$ cat src/rtl/pipeline_hazard_controller.sv
// Stall/flush sequencer for the 5-stage rv32i pipeline: one-bubble load/ALU
// dependence stall, multi-cycle wrong-path squash, data-memory freeze, perf counters.
module pipeline_hazard_controller #(
    parameter int unsigned FLUSH_CYCLES = 2,
    parameter int unsigned MEM_TIMEOUT  = 64,
    parameter int unsigned CNT_W        = 32
) (
    input  logic             clk,
    input  logic             rst,
    input  logic             ID_EX_RegWrite,
    input  logic [4:0]       ID_EX_RegisterRd,
    input  logic [4:0]       IF_ID_RegisterRs1,
    input  logic [4:0]       IF_ID_RegisterRs2,
    input  logic             IF_ID_UsesRs1,
    input  logic             IF_ID_UsesRs2,
    input  logic             EX_BranchTaken,
    input  logic             dmem_req,
    input  logic             dmem_ready,
    output logic             pc_write,
    output logic             pc_redirect,
    output logic             IF_ID_write,
    output logic             IF_ID_flush,
    output logic             ID_EX_write,
    output logic             ID_EX_flush,
    output logic             EX_MEM_write,
    output logic             MEM_WB_write,
    output logic [CNT_W-1:0] stall_cycles,
    output logic [CNT_W-1:0] freeze_cycles,
    output logic [CNT_W-1:0] flush_events,
    output logic             mem_timeout
);

    localparam int unsigned FC_W = $clog2(FLUSH_CYCLES + 1);
    localparam int unsigned WT_W = $clog2(MEM_TIMEOUT + 1);
    localparam logic [FC_W-1:0] FLUSH_RELOAD = FC_W'(FLUSH_CYCLES - 1);
    localparam logic [WT_W-1:0] WAIT_LIMIT   = WT_W'(MEM_TIMEOUT - 1);

    typedef enum logic {
        ST_RUN   = 1'b0,
        ST_FLUSH = 1'b1
    } state_e;

    state_e           state_q, state_d;
    logic [FC_W-1:0]  flush_cnt_q, flush_cnt_d;
    logic [WT_W-1:0]  wait_cnt_q, wait_cnt_d;
    logic [CNT_W-1:0] stall_cycles_q, stall_cycles_d;
    logic [CNT_W-1:0] freeze_cycles_q, freeze_cycles_d;
    logic [CNT_W-1:0] flush_events_q, flush_events_d;
    logic             mem_timeout_q, mem_timeout_d;

    logic freeze;
    logic data_hazard;

    assign freeze = dmem_req && !dmem_ready;

    // Only MEM/WB->EX forwarding exists, so a distance-1 match always costs a bubble.
    assign data_hazard = ID_EX_RegWrite && (ID_EX_RegisterRd != 5'd0) &&
                         ((IF_ID_UsesRs1 && (IF_ID_RegisterRs1 == ID_EX_RegisterRd)) ||
                          (IF_ID_UsesRs2 && (IF_ID_RegisterRs2 == ID_EX_RegisterRd)));

    // NOTE: sequential state uses non-blocking assignments so every register
    // samples the pre-edge value of the others, independent of statement order.
    always_ff @(posedge clk) begin
        if (rst) begin
            state_q         <= ST_RUN;
            flush_cnt_q     <= '0;
            wait_cnt_q      <= '0;
            stall_cycles_q  <= '0;
            freeze_cycles_q <= '0;
            flush_events_q  <= '0;
            mem_timeout_q   <= 1'b0;
        end else begin
            state_q         <= state_d;
            flush_cnt_q     <= flush_cnt_d;
            wait_cnt_q      <= wait_cnt_d;
            stall_cycles_q  <= stall_cycles_d;
            freeze_cycles_q <= freeze_cycles_d;
            flush_events_q  <= flush_events_d;
            mem_timeout_q   <= mem_timeout_d;
        end
    end

    // NOTE: every variable gets a default at the top of a combinational block,
    // otherwise a path that skips an assignment infers a latch.
    always_comb begin
        state_d         = state_q;
        flush_cnt_d     = flush_cnt_q;
        wait_cnt_d      = '0;
        stall_cycles_d  = stall_cycles_q;
        freeze_cycles_d = freeze_cycles_q;
        flush_events_d  = flush_events_q;
        mem_timeout_d   = mem_timeout_q;

        if (freeze) begin
            freeze_cycles_d = freeze_cycles_q + CNT_W'(1);
            // Saturate so an arbitrarily long freeze cannot wrap the wait counter.
            wait_cnt_d = (wait_cnt_q == WAIT_LIMIT) ? wait_cnt_q : wait_cnt_q + WT_W'(1);
            if (wait_cnt_q == WAIT_LIMIT) begin
                mem_timeout_d = 1'b1;
            end
        end else if (EX_BranchTaken) begin
            flush_events_d = flush_events_q + CNT_W'(1);
            if (FLUSH_CYCLES > 1) begin
                state_d     = ST_FLUSH;
                flush_cnt_d = FLUSH_RELOAD;
            end else begin
                state_d     = ST_RUN;
                flush_cnt_d = '0;
            end
        end else if (state_q == ST_FLUSH) begin
            flush_cnt_d = flush_cnt_q - FC_W'(1);
            if (flush_cnt_q == FC_W'(1)) begin
                state_d = ST_RUN;
            end
        end else if (data_hazard) begin
            stall_cycles_d = stall_cycles_q + CNT_W'(1);
        end
    end

    always_comb begin
        pc_write     = 1'b1;
        pc_redirect  = 1'b0;
        IF_ID_write  = 1'b1;
        IF_ID_flush  = 1'b0;
        ID_EX_write  = 1'b1;
        ID_EX_flush  = 1'b0;
        EX_MEM_write = 1'b1;
        MEM_WB_write = 1'b1;

        if (rst || freeze) begin
            pc_write     = 1'b0;
            IF_ID_write  = 1'b0;
            ID_EX_write  = 1'b0;
            EX_MEM_write = 1'b0;
            MEM_WB_write = 1'b0;
        end else if (EX_BranchTaken) begin
            pc_redirect = 1'b1;
            IF_ID_flush = 1'b1;
            ID_EX_flush = 1'b1;
        end else if (state_q == ST_FLUSH) begin
            // ID holds a squashed NOP, so no dependence check is needed.
            IF_ID_flush = 1'b1;
        end else if (data_hazard) begin
            pc_write    = 1'b0;
            IF_ID_write = 1'b0;
            ID_EX_flush = 1'b1;
        end
    end

    assign stall_cycles  = stall_cycles_q;
    assign freeze_cycles = freeze_cycles_q;
    assign flush_events  = flush_events_q;
    assign mem_timeout   = mem_timeout_q;

endmodule

$ cat config.mk
export PLATFORM = sky130hd
export DESIGN_NAME = pipeline_hazard_controller
export DESIGN_NICKNAME = d
export VERILOG_FILES = /design/src/rtl/pipeline_hazard_controller.sv
export SDC_FILE = /design/constraint.sdc
export NUM_CORES = 1
export LEC_CHECK = 0
export BUFFER_PORTS_ARGS = -buffer_cell sky130_fd_sc_hd__buf_4
export CAP_MARGIN = 10
export CORE_MARGIN = 8
export CORE_UTILIZATION = 45
export CTS_CLUSTER_SIZE = 28
export DETAILED_ROUTE_END_ITERATION = 7
export PLACE_DENSITY = 0.69
export SLEW_MARGIN = 15
export SYNTH_ARGS = -nofsm -noshare
export SYNTH_HDL_FRONTEND = slang
export SYNTH_SLANG_ARGS = --single-unit
$ cat constraint.sdc
create_clock -name clk -period 5.4 [get_ports clk]
set_input_delay 1.35 -clock clk [delete_from_list [all_inputs] [get_ports clk]]
set_output_delay 1.35 -clock clk [all_outputs]
set_load 0.1 [all_outputs]
==> impl_metrics.csv, run 1 <==
group,metric,value,unit
outcome,status,"completed",
worst_hold_path,hp-class,"flop to flop",
placed_design,hpwl,9430,µm
floorplanning,core-area,11400,µm²
timing,hold_violations,0,
power_and_ir_drop,powerDensity,250,nW/µm²
cts,htreeDepth,3,
setup_path,path_cells,"buf_4 -> xor2_1 -> nor4_1 -> a32oi_4 -> o41a_2 -> buf_4",
cts,cts_hold_buf,0,
synth,ys_types,49,
floorplanning,row_count,39,
timing,post-route-period-util,80.7,%
setup_path,startpoint_type,"input port",
detailed_routing,vias,4803,
cells_and_area,n_antenna_cell,0,
cells_and_area,stdcell_count,860,
synth,synthCells,612,
timing,relSlewSlack,41.9,%
cells_and_area,area_growth,24.8,%
cts,clkSinkCount,107,
power_and_ir_drop,peakVddDrop,0.283,mV
detailed_routing,vias_per_cell,5.58,
setup_path,cp.required,4.05,ns
global_route,grt_pass1_wl,21900,µm
detailed_routing,finalWirelength,13400,µm
timing,fmax,230,MHz
timing,setup_viol,0,
floorplanning,die_w,124,µm
detailed_routing,postRouteAntennaNets,0,
synth,ys_ff_latch,107,
synth,synth_fp_nets,640,
cells_and_area,finalNetCount,740,
cts,clkTransAtPathRegs,0.07,ns
setup_path,crit_top_cell,"buf_4",
cells_and_area,multi_input_area,2860,µm²
cells_and_area,fillers,1029,
floorplanning,start_util,46.1,%
floorplanning,ios,128,
floorplanning,dieArea,15300,µm²
timing,layout_setup_ws,1.04,ns
setup_path,cpMaxStageDelayCell,"o41a_2",
setup_path,rr_worst_depth,5,
timing,clock_skew,0.00573,ns
placed_design,place_inst,844,
cells_and_area,drive_gt1_share,23.2,%
setup_path,worst_path_largest_cell_delay,0.48,ns
detailed_routing,dr.first_iter.drc_count,263,
cells_and_area,final_area,6540,µm²
detailed_routing,drc,0,
floorplanning,die_h,124,µm
cts,clkLatencyLatePin,0.35,ns
synth,synth_area_per_cell,8.56,µm²
cts,cts_tree,"built",
job,drv_cap,0,
timing,drv_slew,0,
cells_and_area,regArea,2140,µm²
timing,finalSetupTns,0,ns
timing,rsz0062_at_grt,"false",
cts,post-cts-setup-buffers,0,
detailed_routing,wl_per_cell,15.5,µm
timing,tightest_slew,0.870,ns
placed_design,routabilityCongestion,0.771,
synth,ys_seq_area_share,40.9,%
timing,post-route-min-period,4.36,ns
placed_design,place_area,6210,µm²
setup_path,crit_fanout,3,
synth,yosys_warnings,0,
global_route,overflow,0,
cts,cts_resized,0,
global_route,grt_max_degree,79,
global_route,antenna_found_initial,0,
worst_hold_path,whs_path_depth,2,
cts,root_buffer,"clkbuf_16",
synth,syn-cell-area,5240,µm²
cts,cts_buffer_depth,2,
power_and_ir_drop,p_leak,0.00239,µW
cts,numCtsBuffers,9,
timing,hold_slack,0.454,ns
detailed_routing,first_pass_iters,4,
placed_design,post-place-ws,1.05,ns
setup_path,crit_type,"input port to output pin",
setup_path,cp.arrival,3.01,ns
global_route,grt_pass1_vias,4601,
global_route,grt.total_usage,17.5,%
placed_design,port-buffer-count,127,
setup_path,cp-end-kind,"output pin",
==> worst paths after layout <==
check                                         to           startpoint  slack [ns]
worst max-delay path                    pc_write  ID_EX_RegisterRd[3]        1.04
worst min-delay path               wait_cnt_q[6]        wait_cnt_q[6]        0.45
worst max register to register  stall_cycles[29]              state_q        3.06
worst min register to register     wait_cnt_q[6]        wait_cnt_q[6]        0.45
==> cells by family (layout without fill, tap and decap cells) <==
| logic type | Yosys count | count (layout) | synth area share, % |
|---|---|---|---|
| and+or+nand+nor | 287 | 287 | 30.4 |
| DFF | 107 | 107 | 40.9 |
| AOI/OAI and AO/OA | 87 | 87 | 10.1 |
| xor gates and xnor gates | 70 | 70 | 11.7 |
| buffers and inverters | 53 | 158 | 5.04 |
| adders and majority gates | 5 | 5 | 1.19 |
| muxes | 3 | 3 | 0.597 |
==> cells in the final DEF (no fill, tap or decap), types with 2 or more instances in the layout <==
master,Yosys,layout
nor4_1,17,16
nor3_1,12,12
nand4b_1,2,2
or4_4,2,2
nand2_1,40,40
mux2i_1,2,2
and4_1,12,12
and2_2,2,2
o31ai_1,27,27
or3_1,8,8
bufinv_16,0,2
dfxtp_1,107,107
inv_1,9,9
or2_2,2,2
and3_1,10,10
inv_6,0,2
and2_1,7,7
o21ai_0,12,12
nor2_4,2,2
or4_1,29,29
nand4_1,28,28
a21oi_1,39,39
nand3_1,22,22
clkbuf_16,0,9
xnor2_1,33,33
buf_4,4,133
a31oi_1,3,3
nor2b_1,3,3
xor2_1,37,37
nand2b_1,3,3
ha_1,5,5
nor2_1,77,76
==> routing by layer <==
layer,GRT usage [%],vias to the layer above,share of wire [%]
met4,4.97,0,0.97
li1,-,2391,-
met2,29.4,111,49
met5,0,-,0
met3,6.21,11,6.7
met1,20.6,2290,43
==> flip-flops by register name, indices dropped and copies added, names as in the netlist <==
register       flops
flush_cnt_q        2
wait_cnt_q         7
freeze_cycles     32
state_q            1
flush_events      32
stall_cycles      32
mem_timeout        1
==> worst max-delay path, delay by kind of cell <==
kind | cells | cell delay, ns
compound gates | 2 | 0.67
simple gates | 1 | 0.46
buf+inv | 2 | 0.36
xor+xnor | 1 | 0.15
==> power by group <==
group / switching (µW) / total [µW] / leakage (µW) / internal (µW)
clock: 301 / 710 / 0.000156 / 410
sequential: 5.75 / 799 / 0.000863 / 793
combinational: 91.3 / 127 / 0.00137 / 35.5
total: 398 / 1640 / 0.00239 / 1240
==> metrics by stage <==
| stage | power, µW | utilization [%] |
|---|---|---|
| 2_1_floorplan | 910 | - |
| 3_3_place_gp | 941 | 54.6 |
| 3_5_place_dp | 944 | 54.6 |
| 4_1_cts | 1660 | 57.5 |
| 5_1_grt | 1700 | 57.5 |
| 6_report | 1640 | 57.5 |
==> layout make-up <==
class | instances | area share [%]
clock buffers | 9 | 3.45
multi-input cells | 452 | 43.7
inverters | 9 | 0.517
well taps | 143 | 2.74
flip-flops and latches | 107 | 32.8
clock inverters | 7 | 1.51
repair buffers | 133 | 15.3
==> Yosys cell counts, drive strengths merged <==
library cell    n  share of area (%)
a31oi           3               0.36
xnor2          33                5.5
nand4          28                3.3
nand2          40                2.9
and2           10                1.2
nor2b           3               0.36
or2             2               0.24
a211oi          1               0.14
nor4           17                2.0
o21ai          12                1.1
and3           10                1.2
nand4bb         2               0.74
and4           13                2.2
a21oi          39                3.7
nand3b          1               0.14
nor3           12                1.1
a31o            1               0.17
mux2            1               0.22
ha              5                1.2
o211ai          1               0.14
nor3b           1               0.14
dfxtp         107                 41
xor2           37                6.2
nand2b          3               0.36
a32oi           1               0.17
clkbuf         31                2.6
inv             9               0.65
o21a            1               0.14
o31ai          27                3.9
or4            31                4.6
buf            13                1.8
nand3          22                2.1
nor4b           1               0.17
or3             9                1.1
or4b            1               0.19
mux2i           2               0.38
nor2           79                5.9
nand4b          2               0.33
o41a            1               0.24
Note: power is estimated with default switching activity, not from simulation.
==> run 2: changes to the inputs <==
ABC_AREA = 1   (was not set)
PLACE_DENSITY = 0.7   (was 0.69)
clock period = 3.59 ns   (was 5.4 ns; I/O delays follow)
==> impl_metrics.csv, run 2 <==
group,metric,value,unit
setup_path,cp.required,2.69,ns
global_route,antenna_found_initial,0,
power_and_ir_drop,pwr-share-comb,8.4,%
timing,setup_viol,0,
synth,ys_types,37,
timing,rsz0062_at_grt,"false",
timing,relSlewSlack,37.4,%
setup_path,startpoint_type,"input port",
cts,clkSinkCount,107,
timing,drv_slew,0,
cts,clkLatencyLatePin,0.36,ns
cts,cts_tree,"built",
timing,hold_violations,0,
power_and_ir_drop,seq_power_share,48.0,%
power_and_ir_drop,p_sw,640,µW
job,drv_cap,0,
power_and_ir_drop,powerDensity,323,nW/µm²
timing,post-route-period-util,83.5,%
floorplanning,start_util,45.8,%
synth,yosysMostFrequentCell,"nand2_1",
placed_design,port-buffer-count,127,
power_and_ir_drop,p_leak,0.00314,µW
synth,synth_area_leader_cell,"dfxtp_1",
synth,synth_top_area_share,34.0,%
outcome,status,"completed",
cells_and_area,drive_gt1_share,15.7,%
setup_path,crit_fanout,7,
synth,synth_area_per_cell,6.16,µm²
timing,clock_skew,0.00786,ns
synth,syn-cell-area,6310,µm²
setup_path,timing.rr.start,"freeze_cycles[0]",
cells_and_area,utilization,56.3,%
cts,root_buffer,"clkbuf_16",
synth,async_flop_share,0,%
detailed_routing,vias,6631,
global_route,grt.total_usage,19.5,%
synth,ys_ff_latch,107,
synth,synth_edf_count,0,
detailed_routing,vias_per_cell,4.99,
power_and_ir_drop,power_frac_clock,43.6,%
cells_and_area,finalNetCount,1172,
cts,cts_hold_buf,0,
power_and_ir_drop,peakVddDrop,0.208,mV
floorplanning,dieArea,18100,µm²
detailed_routing,dr.first_iter.drc_count,401,
global_route,overflow,0,
cts,cts_resized,0,
detailed_routing,finalWirelength,17400,µm
synth,synth.area.top_cells,"dfxtp_1 (34%), nand2_1 (19%), nor2_1 (9.9%), inv_1 (6.9%), a21oi_1 (5.2%)",
synth,synthFlopType,"dfxtp_1",
timing,post-route-min-period,3.00,ns
timing,fmax,333,MHz
setup_path,crit_path_start,"ID_EX_RegisterRd[3]",
worst_hold_path,hold_start,"wait_cnt_q[6]",
power_and_ir_drop,switching_share,25.5,%
detailed_routing,wl_per_cell,13.1,µm
timing,finalSetupTns,0,ns
synth,yosys_warnings,0,
floorplanning,row_count,43,
synth,ys_seq_area_share,34.0,%
power_and_ir_drop,power.total,2510,µW
detailed_routing,first_pass_iters,5,
cells_and_area,n_antenna_cell,0,
global_route,grt_pass1_wl,29300,µm
cells_and_area,area_growth,23.0,%
setup_path,cp-end-kind,"output pin",
floorplanning,ios,128,
cts,numCtsBuffers,9,
cells_and_area,fillers,1430,
cts,clkTransAtPathRegs,0.08,ns
worst_hold_path,hp-class,"flop to flop",
floorplanning,core-area,13800,µm²
floorplanning,die_w,134,µm
cts,cts_buffer_depth,2,
cells_and_area,layout_commonest_cell,"nand2_1",
synth,synthCells,1023,
setup_path,crit_type,"input port to output pin",
timing,tightest_slew,0.938,ns
cts,htreeDepth,3,
detailed_routing,drc,0,
global_route,grt_pass1_vias,6204,
cts,post-cts-setup-buffers,0,
placed_design,hpwl,13500,µm
cells_and_area,most-common-layout-cells,"nand2_1 (323), nor2_1 (164), buf_4 (131)",
global_route,grt_max_degree,32,
setup_path,cp.arrival,2.10,ns
synth,synth_fp_nets,1051,
detailed_routing,postRouteAntennaNets,0,
power_and_ir_drop,intPower,1870,µW
synth,netlist_top_cells_count,"nand2_1 (323), nor2_1 (166), inv_1 (116)",
placed_design,routabilityCongestion,0.883,
floorplanning,die_h,134,µm
==> run 2: changes by cell type after synthesis, sizes merged, moves of 21 or more <==
cell | previous run | this run
nand2 | 40 | 328
inv | 9 | 120
nor2 | 79 | 180
or4 | 31 | 0
a21oi | 39 | 66
o31ai | 27 | 0
xnor2 | 33 | 6
nand3 | 22 | 46
clkbuf | 31 | 10
==> run 2: final timing paths <==
kind                                          end  slack, ns  cells past startpoint
worst min register to register      wait_cnt_q[6]       0.46                      2
worst min-delay path                wait_cnt_q[6]       0.46                      2
worst max register to register  freeze_cycles[22]       1.57                     10
worst max-delay path                  ID_EX_flush       0.59                     10
==> run 2: metrics by stage <==
step / hold WS, ns / cell area [µm²] / worst slack [ns] / std cells
floorplan: 0.438 / 6340 / 0.0172 / 1023
global placement: 0.445 / 7430 / 0.627 / 1313
detailed placement: 0.457 / 7430 / 0.591 / 1313
CTS: 0.468 / 7750 / 0.592 / 1329
global route: 0.504 / 7750 / 0.443 / 1329
finish: 0.464 / 7750 / 0.591 / 1329
==> run 2: cell type report <==
| cell class | count | area [µm²] | area share [%] |
|---|---|---|---|
| repair buffers | 131 | 983 | 12.7 |
| multi-input cells | 774 | 3620 | 46.7 |
| clock inverters | 7 | 100 | 1.29 |
| flip-flops and latches | 107 | 2140 | 27.6 |
| clock buffers | 9 | 225 | 2.90 |
| well taps | 180 | 225 | 2.90 |
| inverters | 121 | 455 | 5.87 |
==> run 2: metal layers <==
| layer | GRT usage, % | wire length [µm] | up-vias |
|---|---|---|---|
| met2 | 31.8 | 7870 | 166 |
| met5 | 0 | 0 | - |
| met1 | 24.4 | 7980 | 2965 |
| li1 | - | - | 3481 |
| met3 | 5.09 | 1270 | 19 |
| met4 | 6.11 | 276 | 0 |
==> run 2: kinds of logic after synthesis <==
kind of cell,after synthesis,synth area share (%)
AND/OR/NAND/NOR,628,42.5
flip-flops,107,34.0
XOR/XNOR,33,4.58
adder cells (fa/ha/maj),5,0.992
AO/OA/AOI/OAI,108,8.93
buffers and inverters,142,8.99
==> run 2: worst max-delay path, cell delays in order <==
cell     delay, ns
buf_4         0.11
inv_1         0.10
nor2_1        0.05
nor2_1        0.10
nand3_1       0.09
nand2_2       0.17
nand2_1       0.09
nor2_1        0.09
o21a_1        0.11
buf_4         0.28
==> run 2: power groups by stage <==
stage | Combinational, µW | Clock, µW | Sequential, µW
5_1_grt | 230 | 1170 | 1200
2_1_floorplan | 129 | 0 | 1260
4_1_cts | 212 | 1110 | 1200
3_5_place_dp | 211 | 0 | 1230
6_report | 210 | 1090 | 1200
3_3_place_gp | 210 | 0 | 1230
==> run 3: changes to the inputs <==
clock period = 2.4 ns   (was 3.59 ns; I/O delays follow)
==> impl_metrics.csv, run 3 (synthesis gave the netlist of run 2 again) <==
group,metric,value,unit
worst_hold_path,hold_start,"mem_timeout",
placed_design,port-buffer-count,127,
worst_hold_path,whs_path_depth,2,
global_route,grt_pass1_wl,29100,µm
global_route,grt.total_usage,19.2,%
detailed_routing,wl_per_cell,12.9,µm
power_and_ir_drop,peakVddDrop,0.330,mV
cells_and_area,area_growth,25.1,%
detailed_routing,vias,6559,
detailed_routing,finalWirelength,17300,µm
setup_path,path_cells,"buf_4 -> nand2_1 -> nand2_1 -> nor2_1 -> nand3_1 -> nand2_2 -> nand2_1 -> nor2_1 -> o21a_1 -> buf_6",
cells_and_area,most-common-layout-cells,"nand2_1 (323), nor2_1 (164), buf_4 (142)",
floorplanning,die_w,134,µm
cts,clkLatencyLatePin,0.35,ns
setup_path,startpoint_type,"input port",
global_route,antenna_found_initial,0,
setup_path,cpMaxStageDelayCell,"buf_6",
setup_path,reg2reg_to,"flush_events[22]",
setup_path,cp.required,1.80,ns
cells_and_area,finalNetCount,1184,
setup_path,crit_type,"input port to output pin",
global_route,grt_max_degree,30,
setup_path,cp.arrival,1.66,ns
setup_path,worst_path_largest_cell_delay,0.23,ns
power_and_ir_drop,p_leak,0.00322,µW
setup_path,rr_worst_depth,10,
timing,drv_slew,0,
job,drv_cap,0,
timing,setup_viol,0,
timing,relSlewSlack,70.2,%
floorplanning,ios,128,
detailed_routing,drc,0,
floorplanning,row_count,43,
cts,clkSinkCount,107,
worst_hold_path,hp-class,"flop to flop",
global_route,grt_pass1_vias,6160,
cts,cts_hold_buf,0,
global_route,overflow,0,
detailed_routing,postRouteAntennaNets,0,
detailed_routing,dr.first_iter.drc_count,428,
power_and_ir_drop,powerDensity,494,nW/µm²
timing,tightest_slew,0.446,ns
detailed_routing,first_pass_iters,4,
setup_path,r2r_slack,0.46,ns
cts,numCtsBuffers,9,
cts,clkTransAtPathRegs,0.07,ns
timing,hold_slack,0.471,ns
floorplanning,dieArea,18100,µm²
timing,post-route-period-util,94.3,%
timing,rsz0062_at_grt,"false",
timing,fmax,442,MHz
setup_path,crit_fanout,4,
global_route,use_met3,4.23,%
setup_path,cp-end-kind,"output pin",
worst_hold_path,holdPathEnd,"mem_timeout",
cells_and_area,fillers,1397,
placed_design,hpwl,13400,µm
cells_and_area,layout_commonest_cell,"nand2_1",
setup_path,crit_top_cell,"nand2_1",
timing,post-route-min-period,2.26,ns
cts,root_buffer,"clkbuf_16",
cts,htreeDepth,3,
floorplanning,start_util,45.8,%
floorplanning,core-area,13800,µm²
outcome,status,"completed",
detailed_routing,vias_per_cell,4.89,
cells_and_area,drive_gt1_share,16.8,%
timing,finalSetupTns,0,ns
timing,hold_violations,0,
timing,clock_skew,0.00670,ns
global_route,grtUsageMet2,31.4,%
setup_path,worst-path-buf-inv,2,
setup_path,timing.rr.start,"flush_events[0]",
global_route,use_met1,24.4,%
floorplanning,die_h,134,µm
global_route,top_usage_layer,"met2",
cells_and_area,n_antenna_cell,0,
setup_path,cp_top_family,"simple AND/OR/NAND/NOR gates",
placed_design,routabilityCongestion,0.855,
cts,cts_tree,"built",
cts,cts_buffer_depth,2,
## run 3: cell types whose count changed in the layout (fill, tap and decap cells not counted), moves of 2 or more
cell,previous run,this run
dfxtp_1,107,104
dfxtp_2,0,3
inv_6,2,0
clkbuf_8,0,3
clkinv_4,2,0
buf_4,131,142
## run 3: metrics by stage
step	cell area, µm²	instances	worst slack [ns]	power (µW)	util, %
detailed placement	7520	1325	0.0823	2170	54.6
global route	7890	1341	0.00335	4020	57.3
global placement	7520	1325	0.0939	2170	54.6
floorplan	6370	1023	-0.527	2070	-
finish	7890	1341	0.137	3900	57.3
CTS	7880	1341	0.0784	3940	57.2
## run 3: what timing repair did
item | CTS | global route
buffers inserted | 0 | 0
setup endpoints to repair | 0 | 3
resized for setup | 0 | 2
## run 3: worst max path at each step
stage,from,to,cells past startpoint
after floorplan,rst,pc_write,5
after global placement,ID_EX_RegisterRd[3],ID_EX_flush,11
after detailed placement,ID_EX_RegisterRd[3],ID_EX_flush,11
after CTS,ID_EX_RegisterRd[3],ID_EX_flush,11
after global routing,ID_EX_RegisterRd[3],ID_EX_flush,11
final,ID_EX_RegisterRd[0],ID_EX_flush,10
## run 3: final cells by class
class / instances / area (µm²) / share of cell area (%)
inverters: 121 / 455 / 5.77
flip-flops and latches: 107 / 2150 / 27.2
repair buffers: 143 / 1080 / 13.7
clock inverters: 4 / 95.1 / 1.21
clock buffers: 12 / 267 / 3.38
multi-input cells: 774 / 3620 / 45.9
well taps: 180 / 225 / 2.86
## run 3: routing by layer
metal  share of wire, %  wire (µm)
met1                 48       8230
met2                 45       7840
met3                5.7        977
met4                1.2        214
met5                  0          0
## run 3: worst min-delay path: stages, from the launching register on
cell and delay [ns]:
dfxtp_1 0.33, nand2_1 0.05, o21ai_0 0.05
## run 3: report_power, final
part           total (µW)  switching, µW  internal, µW
sequential           1800           13.7          1790
clock                1770            667          1100
combinational         328            236          91.6
total                3900            917          2980
